<file path="config.mk">
export PLATFORM = sky130hd
export DESIGN_NAME = factorial_arbiter
export DESIGN_NICKNAME = d
export VERILOG_FILES = /design/src/rtl/factorial_pkg.sv /design/src/rtl/rr_arbiter.sv /design/src/rtl/factorial_arbiter.sv
export SDC_FILE = /design/constraint.sdc
export NUM_CORES = 1
export LEC_CHECK = 0
export ABC_AREA = 1
export CAP_MARGIN = 10
export CORE_UTILIZATION = 49
export DETAILED_ROUTE_END_ITERATION = 10
export PLACE_DENSITY = 0.93
export SETUP_SLACK_MARGIN = 0.4
export SLEW_MARGIN = 25
export SYNTH_ARGS = -nofsm -noshare
export SYNTH_HDL_FRONTEND = slang
export SYNTH_HIERARCHICAL = 1
export SYNTH_SLANG_ARGS = --single-unit
</file>
<file path="constraint.sdc">
create_clock -name clk -period 4.4 [get_ports clk]
set_clock_uncertainty 0.1 [all_clocks]
set_input_delay 1.32 -clock clk [delete_from_list [all_inputs] [get_ports clk]]
set_output_delay 1.32 -clock clk [all_outputs]
set_load 0.02 [all_outputs]
</file>
<file path="src/rtl/factorial_pkg.sv">
// Shared widths, FSM states and result payload for the factorial request arbiter.
package factorial_pkg;

   localparam int unsigned IN_W  = 4;
   localparam int unsigned OUT_W = 46;

   typedef enum logic [1:0] {
      IDLE  = 2'd0,
      ISSUE = 2'd1,
      WAIT  = 2'd2,
      RESP  = 2'd3
   } fact_state_t;

   typedef struct packed {
      logic             error;
      logic [OUT_W-1:0] data;
   } fact_result_t;

endpackage

</file>
<file path="src/rtl/rr_arbiter.sv">
// Round-robin one-hot grant: ptr names the requester that currently has top priority.
module rr_arbiter #(
   parameter int unsigned N_REQ = 4
) (
   input  logic [N_REQ-1:0]         req,
   input  logic [$clog2(N_REQ)-1:0] ptr,
   output logic [N_REQ-1:0]         grant
);

   localparam int unsigned ID_W = $clog2(N_REQ);

   logic            found;
   logic [ID_W-1:0] idx;

   // Scan from ptr upward with wrap; the first active request wins.
   always_comb begin
      grant = '0;
      found = 1'b0;
      idx   = '0;
      for (int unsigned i = 0; i < N_REQ; i++) begin
         idx = ID_W'((32'(ptr) + i) % N_REQ);
         if (!found && req[idx]) begin
            grant[idx] = 1'b1;
            found      = 1'b1;
         end
      end
   end

endmodule

</file>
<file path="src/rtl/factorial_arbiter.sv">
// Shares one external factorial engine among N_REQ requesters, one request in flight,
// with a response timeout that reports an error instead of hanging.
module factorial_arbiter
   import factorial_pkg::*;
#(
   parameter int unsigned N_REQ   = 4,
   parameter int unsigned TIMEOUT = 64
) (
   input  logic                     clk,
   input  logic                     reset,
   input  logic [N_REQ-1:0]         req_valid,
   input  logic [N_REQ*IN_W-1:0]    req_data,
   output logic [N_REQ-1:0]         req_ready,
   output logic                     resp_valid,
   input  logic                     resp_ready,
   output logic [$clog2(N_REQ)-1:0] resp_id,
   output logic [OUT_W-1:0]         resp_data,
   output logic                     resp_error,
   output logic [IN_W-1:0]          fact_in_data,
   output logic                     fact_in_valid,
   input  logic [OUT_W-1:0]         fact_out_data,
   input  logic                     fact_out_valid,
   input  logic                     fact_out_busy
);

   localparam int unsigned ID_W  = $clog2(N_REQ);
   localparam int unsigned CNT_W = (TIMEOUT > 1) ? $clog2(TIMEOUT) : 1;

   fact_state_t                state, state_n;
   logic [ID_W-1:0]            ptr, ptr_n;
   logic [CNT_W-1:0]           cnt, cnt_n;
   logic [N_REQ-1:0]           req_ready_n;
   logic                       fact_in_valid_n;
   logic [IN_W-1:0]            fact_in_data_n;
   logic                       resp_valid_n;
   logic [ID_W-1:0]            resp_id_n;
   fact_result_t               result, result_n;

   logic [N_REQ-1:0]           grant;
   logic [N_REQ-1:0][IN_W-1:0] req_data_a;
   logic [ID_W-1:0]            sel_id;
   logic [IN_W-1:0]            sel_data;

   assign req_data_a = req_data;
   assign resp_data  = result.data;
   assign resp_error = result.error;

   rr_arbiter #(.N_REQ(N_REQ)) u_rr (
      .req   (req_valid),
      .ptr   (ptr),
      .grant (grant)
   );

   // Index and operand of the requester currently offered req_ready.
   always_comb begin
      sel_id   = '0;
      sel_data = '0;
      for (int unsigned i = 0; i < N_REQ; i++) begin
         if (req_ready[ID_W'(i)]) begin
            sel_id   = ID_W'(i);
            sel_data = req_data_a[ID_W'(i)];
         end
      end
   end

   // Next-state and next-output logic. req_ready is offered for one IDLE cycle;
   // the transfer happens on the edge that closes that cycle if valid is still high.
   always_comb begin
      state_n         = state;
      ptr_n           = ptr;
      cnt_n           = cnt;
      req_ready_n     = '0;
      fact_in_valid_n = 1'b0;
      fact_in_data_n  = fact_in_data;
      resp_valid_n    = resp_valid;
      resp_id_n       = resp_id;
      result_n        = result;

      case (state)
         IDLE: begin
            if (req_ready != '0) begin
               if ((req_valid & req_ready) != '0) begin
                  fact_in_data_n  = sel_data;
                  fact_in_valid_n = 1'b1;
                  resp_id_n       = sel_id;
                  ptr_n           = (sel_id == ID_W'(N_REQ - 1)) ? '0 : sel_id + ID_W'(1);
                  state_n         = ISSUE;
               end
            end else if (req_valid != '0 && !fact_out_busy) begin
               req_ready_n = grant;
            end
         end
         ISSUE: begin
            cnt_n   = '0;
            state_n = WAIT;
         end
         WAIT: begin
            // An engine result in the timeout cycle still counts as a good result.
            if (fact_out_valid) begin
               result_n     = '{error: 1'b0, data: fact_out_data};
               resp_valid_n = 1'b1;
               state_n      = RESP;
            end else if (cnt == CNT_W'(TIMEOUT - 1)) begin
               result_n     = '{error: 1'b1, data: '0};
               resp_valid_n = 1'b1;
               state_n      = RESP;
            end else begin
               cnt_n = cnt + CNT_W'(1);
            end
         end
         RESP: begin
            if (resp_ready) begin
               resp_valid_n = 1'b0;
               state_n      = IDLE;
            end
         end
         default: state_n = IDLE;
      endcase
   end

   always_ff @(posedge clk or posedge reset) begin
      if (reset) begin
         state         <= IDLE;
         ptr           <= '0;
         cnt           <= '0;
         req_ready     <= '0;
         fact_in_valid <= 1'b0;
         fact_in_data  <= '0;
         resp_valid    <= 1'b0;
         resp_id       <= '0;
         result        <= '0;
      end else begin
         state         <= state_n;
         ptr           <= ptr_n;
         cnt           <= cnt_n;
         req_ready     <= req_ready_n;
         fact_in_valid <= fact_in_valid_n;
         fact_in_data  <= fact_in_data_n;
         resp_valid    <= resp_valid_n;
         resp_id       <= resp_id_n;
         result        <= result_n;
      end
   end

endmodule
</file>
# ---- After elaboration in Yosys (flattened, before gate mapping)
# Cells that the tools add are included.
dict set report word_totals {
  in_bits 71
  elab_cells 114
  output_inout_bits 59
  ff_bits 69
}
dict set report op_classes {
  n_reduce_logical 24
  add_sub_neg 5
  n_bitwise 4
  n_mux 52
  n_lt_le_gt_ge 8
  eq_ne 11
}
# op count
set ops {}
lappend ops {{two-way mux 47 bit} 2}
lappend ops {{two-way mux 4 bit} 11}
lappend ops {{two-way mux 1 bit} 18}
lappend ops {{two-way mux 2 bit} 8}
lappend ops {{less-than comparator 2 x 3 -> 1 bit, second input constant} 4}
lappend ops {{two-way mux 6 bit} 2}
lappend ops {{OR 4 bit} 3}
lappend ops {{case mux 6 bit (2 select lines)} 1}
lappend ops {{nonzero test 4 bit} 3}
lappend ops {{!= test 2 bit, second input constant} 5}
lappend ops {{AND reduction 3 bit} 3}
lappend ops {{binary-select mux 1 bit (select 2 bit)} 4}
lappend ops {{demux 1 bit (select 2 bit)} 4}
lappend ops {{greater-or-equal comparator 2 x 1 -> 1 bit, second input constant} 4}
lappend ops {{logical AND 1 bit} 8}
lappend ops {{case mux 2 bit (4 select lines)} 1}
lappend ops {{adder 6 x 1 -> 6 bit, second input constant} 1}
lappend ops {{== test 2 bit, second input constant} 3}
lappend ops {{== test 6 bit, second input constant} 1}
lappend ops {{nonzero test 2 bit} 3}
lappend ops {{adder 2 x 1 -> 2 bit, second input constant} 2}
lappend ops {{adder 2 bit, second input constant} 2}
lappend ops {{AND 4 bit} 1}
lappend ops {{logical NOT 1 bit} 4}
lappend ops {{6 further kinds} 6}

# ---- Logic depth before layout (Yosys ltp)
# Gate-level depths: netlist of the first run.
dict set report depth {
  ltp_word 15
  ltp_mapped 10
  depth_no_buf 10
}

# ---- Cells and area by module
# The synthesis of the first run kept the hierarchy.
# mod cells_each seq_area_each_um2 instances area_each_um2
set modules_own_cells {}
lappend modules_own_cells {factorial_arbiter 354 1726.7 1 3256.9}
lappend modules_own_cells {rr_arbiter 73 0.0 1 399.1}

# ---- Worst setup path after synthesis of the first run
# Ideal clock, no wire load.
dict set report synth_timing {
  path_kind {in2reg}
  start {in req_valid[3]}
  end {reg req_ready[0]}
  stages 8
  n_path_buf 0
  setup_ns 0.088
  slack_ns 2.138
  arrival_ns 2.074
  required_time_ns 4.212
  path_cell_list {nand2_1 -> nand3_2 -> nand2_4 -> nand2_4 -> nor2_4 -> nand2_1 -> nand3_1 -> nor3b_1}
}
dict set report synth_via {
  elab_chain_cells 15
  elab_cells_between_ends 29
  classes_between {mux: 18; bitwise: 3; reduce/logical: 8}
}
# element line_no
set synth_lines {}
lappend synth_lines {{from (decl)} factorial_arbiter.sv:11} ;# input logic [N_REQ-1:0] req_valid,
lappend synth_lines {{binary-select mux 1 bit (select 2 bit)} rr_arbiter.sv:22} ;# if (!found && req[idx]) begin
lappend synth_lines {{two-way mux 1 bit (not written as such)} rr_arbiter.sv:22}
lappend synth_lines {{two-way mux 1 bit} rr_arbiter.sv:22}
lappend synth_lines {{logical NOT 1 bit} rr_arbiter.sv:22}
lappend synth_lines {{logical AND 1 bit} rr_arbiter.sv:22}
lappend synth_lines {{two-way mux 1 bit} rr_arbiter.sv:22}
lappend synth_lines {{logical NOT 1 bit} rr_arbiter.sv:22}
lappend synth_lines {{logical AND 1 bit} rr_arbiter.sv:22}
lappend synth_lines {{two-way mux 1 bit} rr_arbiter.sv:22}
lappend synth_lines {{logical NOT 1 bit} rr_arbiter.sv:22}
lappend synth_lines {{logical AND 1 bit} rr_arbiter.sv:22}
lappend synth_lines {{two-way mux 4 bit (*)} rr_arbiter.sv:22}
lappend synth_lines {{named net grant[0]} factorial_arbiter.sv:39} ;# logic [N_REQ-1:0] grant;
lappend synth_lines {{two-way mux 4 bit (*)} factorial_arbiter.sv:89} ;# end else if (req_valid != '0 && !fact_out_busy) begin
lappend synth_lines {{two-way mux 4 bit (*)} factorial_arbiter.sv:81} ;# if (req_ready != '0) begin
lappend synth_lines {{two-way mux 4 bit (*)} factorial_arbiter.sv:79} ;# case (state)
lappend synth_lines {{named net req_ready_n[0]} factorial_arbiter.sv:32} ;# logic [N_REQ-1:0] req_ready_n;
lappend synth_lines {{to (signal assigned)} factorial_arbiter.sv:136} ;# req_ready <= req_ready_n;
lappend synth_lines {{to (decl)} factorial_arbiter.sv:13} ;# output logic [N_REQ-1:0] req_ready,
# Mark *: on every way through the listed nets, which the timed path passes. The rest lies on a longest branch. The select of a mux whose other input is x is not followed.
# A chain may end at the register's enable or synchronous reset.

# ---- Final worst setup path of the first run
dict set report layout_timing {
  start {reg req_ready[3]}
  end {out req_ready[3]}
}
# No word-level cell between the ends.

==> run_summary.xml, run 1 <==
<?xml version="1.0" encoding="UTF-8"?>
<metrics>
  <group name="placed_design">
    <metric name="numPlacedInstances" unit="">640</metric>
    <metric name="place_congestion" unit="">0.935</metric>
    <metric name="dp_hpwl" unit="microns">7000</metric>
    <metric name="buffer_ports.inserted" unit="">129</metric>
  </group>
  <group name="power">
    <metric name="clockPowerShare" unit="">0.165</metric>
    <metric name="p_leak" unit="uW">0.00255</metric>
    <metric name="power_report.internal_total" unit="uW">1980</metric>
    <metric name="switching_fraction" unit="">0.417</metric>
    <metric name="power.combinational.fraction" unit="">0.511</metric>
    <metric name="sequentialPowerShare" unit="">0.324</metric>
    <metric name="net-switching-power" unit="uW">1410</metric>
    <metric name="power.density_cell_area" unit="nW/um^2">654</metric>
    <metric name="ir_drop" unit="uV">419</metric>
  </group>
  <group name="clock_network">
    <metric name="cts_root_buffer" unit="">clkbuf_8</metric>
    <metric name="gates_resized_cts_repair" unit="">0</metric>
    <metric name="numCtsBuffers" unit="">9</metric>
    <metric name="holdBufCountCts" unit="">0</metric>
    <metric name="clk_pin_slew_worst_paths" unit="ps">70</metric>
    <metric name="tritoncts" unit="">done</metric>
    <metric name="clock_latency" unit="ps">340</metric>
    <metric name="cts.sinks" unit="">69</metric>
    <metric name="max-clock-path-buffers" unit="">2</metric>
    <metric name="cts_htree_levels" unit="">3</metric>
    <metric name="post_cts_buffers" unit="">0</metric>
  </group>
  <group name="finish">
    <metric name="filler_cell_count" unit="">523</metric>
    <metric name="final_nets" unit="">635</metric>
    <metric name="final_cells" unit="">655</metric>
    <metric name="layout-drive-gt1-share" unit="">0.117</metric>
    <metric name="area_growth" unit="%">41.8</metric>
    <metric name="antenna-diode-count" unit="">0</metric>
  </group>
  <group name="grt">
    <metric name="busiest_layer" unit="">met2</metric>
    <metric name="grt_overflow_total" unit="">0</metric>
    <metric name="grtUsageMet3" unit="">0.0700</metric>
    <metric name="met2_usage_in_global_routing" unit="">0.425</metric>
    <metric name="grt_pass1_wl" unit="microns">14800</metric>
    <metric name="grt_max_degree" unit="">70</metric>
    <metric name="groute.usage.overall" unit="">0.247</metric>
    <metric name="antenna_violations_before_repair" unit="">0</metric>
    <metric name="groute.layer.met1.usage" unit="">0.287</metric>
    <metric name="vias_in_the_first_global_route" unit="">3277</metric>
  </group>
  <group name="floorplan">
    <metric name="dieHeight" unit="microns">88.4</metric>
    <metric name="design.core.area" unit="sq um">7210</metric>
    <metric name="placementRows" unit="">31</metric>
    <metric name="chip_width" unit="microns">88.4</metric>
    <metric name="num_io_pins" unit="">130</metric>
    <metric name="floorplan.die_area" unit="sq um">7810</metric>
    <metric name="initial_core_util" unit="">0.507</metric>
  </group>
  <group name="worst_setup_path">
    <metric name="worstPathBufferInverterCount" unit="">1</metric>
    <metric name="setup.worst_path.end_class" unit="">output port</metric>
    <metric name="worst_path_dominant_cell_family" unit="">buffers and inverters</metric>
    <metric name="critical_path.max_fanout" unit="">10</metric>
    <metric name="r2r_setup_slack" unit="ps">2240</metric>
    <metric name="critical_path_start_end_classification" unit="">flop to output port</metric>
    <metric name="critical_path_cell_count" unit="">1</metric>
    <metric name="cp_cell_sequence" unit="">clkdlybuf4s50_1</metric>
    <metric name="cp.arrival" unit="ps">1570</metric>
    <metric name="timing.critical_path.slowest_stage_cell" unit="">clkdlybuf4s50_1</metric>
    <metric name="worstPathRequired" unit="ps">2980</metric>
    <metric name="cp-start-kind" unit="">flop</metric>
    <metric name="ff2ff_path_depth" unit="">10</metric>
    <metric name="max_stage_delay" unit="ps">680</metric>
  </group>
  <group name="detailed_routing">
    <metric name="routed-via-count" unit="">3389</metric>
    <metric name="drt-vias-per-instance" unit="">5.17</metric>
    <metric name="drt_iter0_markers" unit="">190</metric>
    <metric name="antenna_violating_nets_post_route" unit="">0</metric>
    <metric name="detail_route.first_pass.iterations" unit="">4</metric>
    <metric name="route.detailed.drc" unit="">0</metric>
    <metric name="wl_per_cell" unit="microns">14.7</metric>
    <metric name="finalWirelength" unit="microns">9650</metric>
  </group>
  <group name="logic_synthesis">
    <metric name="synthesis.instances" unit="">427</metric>
    <metric name="seq_area_frac_synth" unit="">0.472</metric>
    <metric name="most_frequent_cells_after_synthesis" unit="">nand2_1 (155), dfrtp_1 (69), nand3_1 (57), nand3_2 (33), inv_1 (27)</metric>
    <metric name="synth_fp_nets" unit="">510</metric>
    <metric name="synthesis.yosys.warnings" unit="">6</metric>
    <metric name="postSynth.asyncResetShare" unit="">1.00</metric>
    <metric name="synth.avg_cell_area" unit="sq um">8.56</metric>
    <metric name="synthesis.area" unit="sq um">3660</metric>
    <metric name="ys.flop_type" unit="">dfrtp_1</metric>
    <metric name="synth_edf_count" unit="">0</metric>
    <metric name="post_synthesis_sequential_element_count" unit="">69</metric>
    <metric name="synthDistinctLibCells" unit="">30</metric>
    <metric name="synth.top_cell.area_share" unit="">0.472</metric>
    <metric name="synth_area_leaders" unit="">dfrtp_1 (47%), nand2_1 (16%), nand3_2 (9.0%)</metric>
    <metric name="synth_most_common_cell" unit="">nand2_1</metric>
    <metric name="synth.largest_area_cell" unit="">dfrtp_1</metric>
  </group>
  <group name="sta">
    <metric name="final_max_slew_viol_count" unit="">0</metric>
    <metric name="fin_crit" unit="ps">2990</metric>
    <metric name="max_slew.worst_pin.slew" unit="ps">861</metric>
    <metric name="fin_crit_sh" unit="">0.678</metric>
    <metric name="timing.fmax" unit="GHz">0.335</metric>
    <metric name="hold_viol_final" unit="">0</metric>
    <metric name="rsz0062_at_grt" unit="">no</metric>
    <metric name="max-slew-margin-rel" unit="">0.426</metric>
    <metric name="timing.final.setup_violations" unit="">0</metric>
    <metric name="fin_setup_tns" unit="ps">0</metric>
  </group>
  <group name="job">
    <metric name="drv.max_cap_violation_count" unit="">0</metric>
  </group>
  <group name="run_status">
    <metric name="outcome" unit="">finished, final reports clean</metric>
  </group>
  <group name="worst_hold_path">
    <metric name="hold_path_class" unit="">flop to flop</metric>
    <metric name="timing.hold.worst_path_depth" unit="">2</metric>
  </group>
</metrics>
metal layers:
metal / up-vias / wire length [microns]
li1: 1627 / -
met4: 0 / 308
met2: 134 / 4950
met5: - / 0
met1: 1604 / 3790
met3: 24 / 598
power by group through the flow:
stage	clock network, uW	registers (uW)	logic (uW)
6_report	560	1100	1730
5_1_grt	596	1130	1880
4_1_cts	568	1100	1730
3_5_place_dp	0	1100	1720
3_3_place_gp	0	1090	1660
2_1_floorplan	0	1340	757
placed cells by master (no fill, tap or decap), types with 4 or more instances in the layout:
cell	netlist	routed
inv_1	27	26
o21ai_0	8	8
nor3b_1	4	4
ha_1	12	12
nand3_2	33	33
nand3_1	57	57
a21oi_1	5	5
nand2_2	3	4
clkdlybuf4s50_1	0	129
o211ai_1	4	4
nor2_1	14	14
dfrtp_1	69	69
nand2_1	155	153
clkbuf_8	0	10
sequential cells by signal, indices dropped and copies added, names as in the netlist, 2 cells and up:
register and cells:
req_ready 4, resp_data 46, resp_id 2, state 2, cnt 6, fact_in_data 4
ptr 2
layout make-up:
class,count,area (sq um),share of cell area
sequential,69,1730,0.333
tap,99,124,0.0239
inverter,29,109,0.0210
clock inverter,4,72.6,0.0140
timing repair buffer,132,1310,0.253
multi-input combinational,311,1700,0.327
clock buffer,11,141,0.0273
cells by family (layout without fill, tap and decap cells):
logic type                 count (synthesis)  after routing  synth area share
AOI/OAI and AO/OA                         21             21            0.0346
xor gates and xnor gates                   1              1           0.00240
adders and majority gates                 12             12            0.0411
buffers and inverters                     47            176            0.0661
DFF                                       69             69             0.472
and+or+nand+nor                          277            277             0.384
path summary, 6_finish.rpt:
kind / startpoint / endpoint
min in group asynchronous: reset / req_ready[2]$_DFF_PP0_
hold reg to reg: resp_id[0]$_DFFE_PP0P_ / resp_id[0]$_DFFE_PP0P_
max in group asynchronous: reset / resp_data[28]$_DFFE_PP0P_
hold / removal: resp_id[0]$_DFFE_PP0P_ / resp_id[0]$_DFFE_PP0P_
setup reg to reg: ptr[0]$_DFFE_PP0P_ / req_ready[2]$_DFF_PP0_
setup / recovery: req_ready[3]$_DFF_PP0_ / req_ready[3]
per-stage QoR:
| stage | util | hold slack (ps) | instance area, sq um | power (uW) | worst slack, ps |
|---|---|---|---|---|---|
| after global placement | 0.688 | 356 | 4970 | 2740 | 1510 |
| after detailed placement | 0.689 | 365 | 4970 | 2830 | 1430 |
| after global routing | 0.719 | 393 | 5180 | 3600 | 1320 |
| after floorplan | - | 391 | 3660 | 2100 | 1240 |
| after CTS | 0.719 | 381 | 5180 | 3400 | 1370 |
| final | 0.719 | 379 | 5180 | 3390 | 1410 |
(Power assumes the default switching activity.)
==> inputs of run 2 (changes only) <==
CORE_UTILIZATION = 45   (was 49)
PLACE_DENSITY = 0.87   (was 0.93)
clock period = 3.1 ns   (was 4.4 ns; I/O delays follow)
==> run_summary.xml, run 2 (synthesis results as in run 1) <==
<?xml version="1.0" encoding="UTF-8"?>
<metrics>
  <group name="finish">
    <metric name="final_nets" unit="">636</metric>
    <metric name="area_growth" unit="%">42.7</metric>
    <metric name="utilization" unit="">0.668</metric>
    <metric name="filler_cell_count" unit="">628</metric>
    <metric name="layout.cells.most_common_list" unit="">nand2_1 (153), clkdlybuf4s50_1 (129), dfrtp_1 (69)</metric>
    <metric name="area.sequential" unit="sq um">1730</metric>
    <metric name="layout-drive-gt1-share" unit="">0.120</metric>
    <metric name="antenna-diode-count" unit="">0</metric>
    <metric name="final_common_cell" unit="">nand2_1</metric>
    <metric name="multi_input_comb_area" unit="sq um">1690</metric>
    <metric name="largest_register_ff_count" unit="">46</metric>
  </group>
  <group name="sta">
    <metric name="fin_hold_ws" unit="ps">390</metric>
    <metric name="hold_viol_final" unit="">0</metric>
    <metric name="max_slew.worst_pin.slew" unit="ps">665</metric>
    <metric name="fin_crit_sh" unit="">0.850</metric>
    <metric name="max-slew-margin-rel" unit="">0.556</metric>
    <metric name="timing.fmax" unit="GHz">0.380</metric>
    <metric name="final_max_slew_viol_count" unit="">0</metric>
    <metric name="rsz0062_at_grt" unit="">no</metric>
    <metric name="setup_ws" unit="ps">466</metric>
    <metric name="timing.final.setup_violations" unit="">0</metric>
    <metric name="fin_crit" unit="ps">2630</metric>
    <metric name="fin_setup_tns" unit="ps">0</metric>
  </group>
  <group name="floorplan">
    <metric name="floorplan.die_area" unit="sq um">8490</metric>
    <metric name="dieHeight" unit="microns">92.1</metric>
    <metric name="chip_width" unit="microns">92.1</metric>
    <metric name="initial_core_util" unit="">0.468</metric>
    <metric name="num_io_pins" unit="">130</metric>
    <metric name="design.core.area" unit="sq um">7810</metric>
    <metric name="placementRows" unit="">32</metric>
  </group>
  <group name="clock_network">
    <metric name="gates_resized_cts_repair" unit="">0</metric>
    <metric name="clock_latency" unit="ps">360</metric>
    <metric name="clk_pin_slew_worst_paths" unit="ps">70</metric>
    <metric name="cts_htree_levels" unit="">3</metric>
    <metric name="tritoncts" unit="">done</metric>
    <metric name="numCtsBuffers" unit="">9</metric>
    <metric name="cts_root_buffer" unit="">clkbuf_8</metric>
    <metric name="post_cts_buffers" unit="">0</metric>
    <metric name="max-clock-path-buffers" unit="">2</metric>
    <metric name="cts.sinks" unit="">69</metric>
    <metric name="holdBufCountCts" unit="">0</metric>
  </group>
  <group name="detailed_routing">
    <metric name="wl_per_cell" unit="microns">14.6</metric>
    <metric name="highest-signal-layer" unit="">met4</metric>
    <metric name="met3WireLength" unit="microns">524</metric>
    <metric name="routed-via-count" unit="">3426</metric>
    <metric name="detail_route.first_pass.iterations" unit="">5</metric>
    <metric name="route.detailed.drc" unit="">0</metric>
    <metric name="drt-vias-per-instance" unit="">5.19</metric>
    <metric name="route.layer.met1.wl" unit="microns">3790</metric>
    <metric name="antenna_violating_nets_post_route" unit="">0</metric>
    <metric name="finalWirelength" unit="microns">9640</metric>
    <metric name="route.met2.wl" unit="microns">5080</metric>
    <metric name="drt_iter0_markers" unit="">300</metric>
  </group>
  <group name="job">
    <metric name="drv.max_cap_violation_count" unit="">0</metric>
  </group>
  <group name="power">
    <metric name="ir_drop" unit="uV">568</metric>
    <metric name="p_leak" unit="uW">0.00255</metric>
    <metric name="pwr_total" unit="uW">4830</metric>
    <metric name="power.density_cell_area" unit="nW/um^2">926</metric>
  </group>
  <group name="worst_setup_path">
    <metric name="cp_cell_sequence" unit="">clkdlybuf4s50_1</metric>
    <metric name="cp.arrival" unit="ps">1600</metric>
    <metric name="worstPathBufferInverterCount" unit="">1</metric>
    <metric name="timing.critical_path.slowest_stage_cell" unit="">clkdlybuf4s50_1</metric>
    <metric name="max_stage_delay" unit="ps">680</metric>
    <metric name="critical_path_start_end_classification" unit="">flop to output port</metric>
    <metric name="worst_path_dominant_cell_family" unit="">buffers and inverters</metric>
    <metric name="worstPathRequired" unit="ps">2070</metric>
    <metric name="cp-start-kind" unit="">flop</metric>
    <metric name="setup.worst_path.end_class" unit="">output port</metric>
    <metric name="critical_path.max_fanout" unit="">10</metric>
  </group>
  <group name="placed_design">
    <metric name="place_congestion" unit="">0.959</metric>
    <metric name="dp_hpwl" unit="microns">6940</metric>
    <metric name="buffer_ports.inserted" unit="">129</metric>
    <metric name="pre_cts_ws" unit="ps">529</metric>
  </group>
  <group name="run_status">
    <metric name="outcome" unit="">finished, final reports clean</metric>
  </group>
  <group name="worst_hold_path">
    <metric name="hold_path_class" unit="">flop to flop</metric>
  </group>
  <group name="grt">
    <metric name="grt_pass1_wl" unit="microns">15900</metric>
    <metric name="groute.usage.overall" unit="">0.238</metric>
    <metric name="grt_overflow_total" unit="">0</metric>
    <metric name="antenna_violations_before_repair" unit="">0</metric>
    <metric name="vias_in_the_first_global_route" unit="">3438</metric>
    <metric name="grt_max_degree" unit="">49</metric>
  </group>
</metrics>
## run 2: path summary, 6_finish.rpt
kind	cells after the start	start	end	slack (ps)
max	1	req_ready[3]$_DFF_PP0_	req_ready[3]	470
min	2	fact_in_data[2]$_DFFE_PP0P_	fact_in_data[2]$_DFFE_PP0P_	390
max reg2reg	10	ptr[0]$_DFFE_PP0P_	req_ready[1]$_DFF_PP0_	910
min reg2reg	2	fact_in_data[2]$_DFFE_PP0P_	fact_in_data[2]$_DFFE_PP0P_	390
max in group asynchronous	3	reset	cnt[2]$_DFFE_PP0P_	1440
min in group asynchronous	2	reset	fact_in_data[3]$_DFFE_PP0P_	860
## run 2: routing by layer
layer  track usage  up-vias
met1         0.276     1634
met2         0.420      135
met5             0        -
met4        0.0820        0
li1              -     1631
met3        0.0688       26
## run 2: where the power goes
part / switching (uW) / internal, uW
sequential: 287 / 1260
combinational: 1370 / 1080
clock: 337 / 494
## run 2: worst reg2reg max path: stages (launching register included)
cell and delay, ps:
dfrtp_1 580, inv_2 180, ha_1 390, inv_1 110, nand3_1 80, nand2_1 110, nand2_4 80, nor2_4 150
nand2_1 70, nand3_1 60, nor3b_1 190
## run 2: area by class of cell
type                    count  area share
clock buffers              12      0.0297
clock inverters             4      0.0134
inverters                  29      0.0216
multi-input cells         311       0.324
flip-flops and latches     69       0.331
well taps                 102      0.0245
repair buffers            133       0.256
## run 2: metrics by stage
step / cells / cell area (sq um)
2_1_floorplan: 427 / 3660
4_1_cts: 660 / 5220
3_5_place_dp: 644 / 4990
5_1_grt: 660 / 5220
3_3_place_gp: 644 / 4990
6_report: 660 / 5220
==> inputs of run 3 (changes only) <==
clock period = 2.45 ns   (was 3.1 ns; I/O delays follow)
==> run_summary.xml, run 3 (synthesis results as in run 1) <==
<?xml version="1.0" encoding="UTF-8"?>
<metrics>
  <group name="worst_hold_path">
    <metric name="worstHoldEndpoint" unit="">fact_in_data[3]$_DFFE_PP0P_</metric>
    <metric name="hold_path_class" unit="">flop to flop</metric>
    <metric name="min_from" unit="">fact_in_data[3]$_DFFE_PP0P_</metric>
    <metric name="timing.hold.worst_path_depth" unit="">2</metric>
  </group>
  <group name="sta">
    <metric name="max_slew.worst_pin.slew" unit="ps">482</metric>
    <metric name="fin_setup_tns" unit="ps">0</metric>
    <metric name="fin_crit" unit="ps">1990</metric>
    <metric name="fin_crit_sh" unit="">0.811</metric>
    <metric name="hold_viol_final" unit="">0</metric>
    <metric name="fin_hold_ws" unit="ps">387</metric>
    <metric name="timing.fmax" unit="GHz">0.503</metric>
    <metric name="rsz0062_at_grt" unit="">no</metric>
    <metric name="max-slew-margin-rel" unit="">0.679</metric>
    <metric name="setup_ws" unit="ps">464</metric>
    <metric name="final_max_slew_viol_count" unit="">0</metric>
    <metric name="timing.final.setup_violations" unit="">0</metric>
  </group>
  <group name="worst_setup_path">
    <metric name="critical_path.max_fanout" unit="">5</metric>
    <metric name="worst_path_dominant_cell_family" unit="">flip-flops</metric>
    <metric name="cp.arrival" unit="ps">1150</metric>
    <metric name="setup.worst_path.end_class" unit="">output port</metric>
    <metric name="worstPathRequired" unit="ps">1620</metric>
    <metric name="timing.critical_path.slowest_stage_cell" unit="">dfrtp_1</metric>
    <metric name="crit-reg2reg-capture" unit="">req_ready[0]$_DFF_PP0_</metric>
    <metric name="worstPathBufferInverterCount" unit="">1</metric>
    <metric name="r2r_setup_slack" unit="ps">570</metric>
    <metric name="cp_cell_sequence" unit="">dlygate4sd2_1</metric>
    <metric name="max_stage_delay" unit="ps">450</metric>
    <metric name="cp-start-kind" unit="">flop</metric>
    <metric name="critical_path_start_end_classification" unit="">flop to output port</metric>
    <metric name="crit-reg2reg-launch" unit="">ptr[0]$_DFFE_PP0P_</metric>
    <metric name="ff2ff_path_depth" unit="">10</metric>
  </group>
  <group name="clock_network">
    <metric name="cts_root_buffer" unit="">clkbuf_8</metric>
    <metric name="clk_pin_slew_worst_paths" unit="ps">70</metric>
    <metric name="max-clock-path-buffers" unit="">2</metric>
    <metric name="cts.sinks" unit="">69</metric>
    <metric name="post_cts_buffers" unit="">0</metric>
    <metric name="clock_latency" unit="ps">330</metric>
    <metric name="numCtsBuffers" unit="">9</metric>
    <metric name="tritoncts" unit="">done</metric>
    <metric name="cts_htree_levels" unit="">3</metric>
  </group>
  <group name="grt">
    <metric name="vias_in_the_first_global_route" unit="">3323</metric>
    <metric name="grt_max_degree" unit="">70</metric>
    <metric name="antenna_violations_before_repair" unit="">0</metric>
    <metric name="groute.usage.overall" unit="">0.239</metric>
    <metric name="grt_pass1_wl" unit="microns">15800</metric>
    <metric name="grt_overflow_total" unit="">0</metric>
  </group>
  <group name="detailed_routing">
    <metric name="routed-via-count" unit="">3391</metric>
    <metric name="route.detailed.drc" unit="">0</metric>
    <metric name="wl_per_cell" unit="microns">14.7</metric>
    <metric name="detail_route.first_pass.iterations" unit="">4</metric>
    <metric name="drt_iter0_markers" unit="">183</metric>
    <metric name="antenna_violating_nets_post_route" unit="">0</metric>
    <metric name="drt-vias-per-instance" unit="">5.10</metric>
    <metric name="finalWirelength" unit="microns">9750</metric>
  </group>
  <group name="finish">
    <metric name="final_nets" unit="">641</metric>
    <metric name="largest_register_ff_count" unit="">46</metric>
    <metric name="final_common_cell" unit="">nand2_1</metric>
    <metric name="antenna-diode-count" unit="">0</metric>
    <metric name="final_cells" unit="">665</metric>
    <metric name="layout-drive-gt1-share" unit="">0.133</metric>
    <metric name="area_growth" unit="%">43.4</metric>
    <metric name="utilization" unit="">0.672</metric>
    <metric name="layout.cells.most_common_list" unit="">nand2_1 (152), dfrtp_1 (68), clkdlybuf4s50_1 (67)</metric>
  </group>
  <group name="placed_design">
    <metric name="dp_hpwl" unit="microns">7020</metric>
    <metric name="buffer_ports.inserted" unit="">129</metric>
    <metric name="place_congestion" unit="">0.931</metric>
    <metric name="numPlacedInstances" unit="">649</metric>
    <metric name="pre_cts_ws" unit="ps">95.8</metric>
  </group>
  <group name="job">
    <metric name="drv.max_cap_violation_count" unit="">0</metric>
  </group>
  <group name="run_status">
    <metric name="outcome" unit="">finished, final reports clean</metric>
  </group>
  <group name="floorplan">
    <metric name="design.core.area" unit="sq um">7810</metric>
    <metric name="placementRows" unit="">32</metric>
    <metric name="initial_core_util" unit="">0.468</metric>
    <metric name="num_io_pins" unit="">130</metric>
    <metric name="chip_width" unit="microns">92.1</metric>
    <metric name="floorplan.die_area" unit="sq um">8490</metric>
    <metric name="dieHeight" unit="microns">92.1</metric>
  </group>
  <group name="power">
    <metric name="p_leak" unit="uW">0.00280</metric>
    <metric name="ir_drop" unit="uV">594</metric>
    <metric name="power.density_cell_area" unit="nW/um^2">1130</metric>
  </group>
</metrics>
## run 3: through the flow
step,cell area [sq um],total power [uW]
2_1_floorplan,3660,3770
3_3_place_gp,5060,5010
3_5_place_dp,5060,5130
4_1_cts,5220,5970
5_1_grt,5240,6350
6_report,5240,5930
## run 3: worst max-delay path by stage
| stage | from | depth (start not counted) | end |
|---|---|---|---|
| after CTS | req_ready[0]$_DFF_PP0_ | 1 | req_ready[0] |
| after global routing | req_valid[2] | 9 | req_ready[2]$_DFF_PP0_ |
| final | req_ready[1]$_DFF_PP0_ | 1 | req_ready[1] |
| after floorplan | ptr[0]$_DFFE_PP0P_ | 10 | req_ready[0]$_DFF_PP0_ |
| after global placement | req_valid[3] | 9 | req_ready[1]$_DFF_PP0_ |
| after detailed placement | req_valid[3] | 9 | req_ready[2]$_DFF_PP0_ |
## run 3: where the power goes
group	internal, uW	switching, uW
Clock	677	443
Combinational	1130	1790
Sequential	1590	305
## run 3: layer usage
| layer | up-vias | track usage | share of wire |
|---|---|---|---|
| met4 | 0 | 0.0846 | 0.029 |
| met3 | 25 | 0.0614 | 0.055 |
| met2 | 130 | 0.405 | 0.52 |
| li1 | 1644 | - | - |
| met5 | - | 0 | 0 |
| met1 | 1592 | 0.294 | 0.40 |
## run 3: cell type report
cell class                      instances  area (sq um)
Clock buffer                           10           128
Clock inverter                          6           111
Fill cell                             638          2560
Inverter                               29           115
Multi-Input combinational cell        311          1700
Sequential cell                        69          1730
Tap cell                              102           128
Timing Repair Buffer                  138          1330
## run 3: what timing repair did
action	4_1_cts	5_1_grt
hold buffers	0	0
hold endpoints to repair	0	0
gates resized for setup	59	7
gates cloned	0	0
endpoints found under the setup margin	59	5
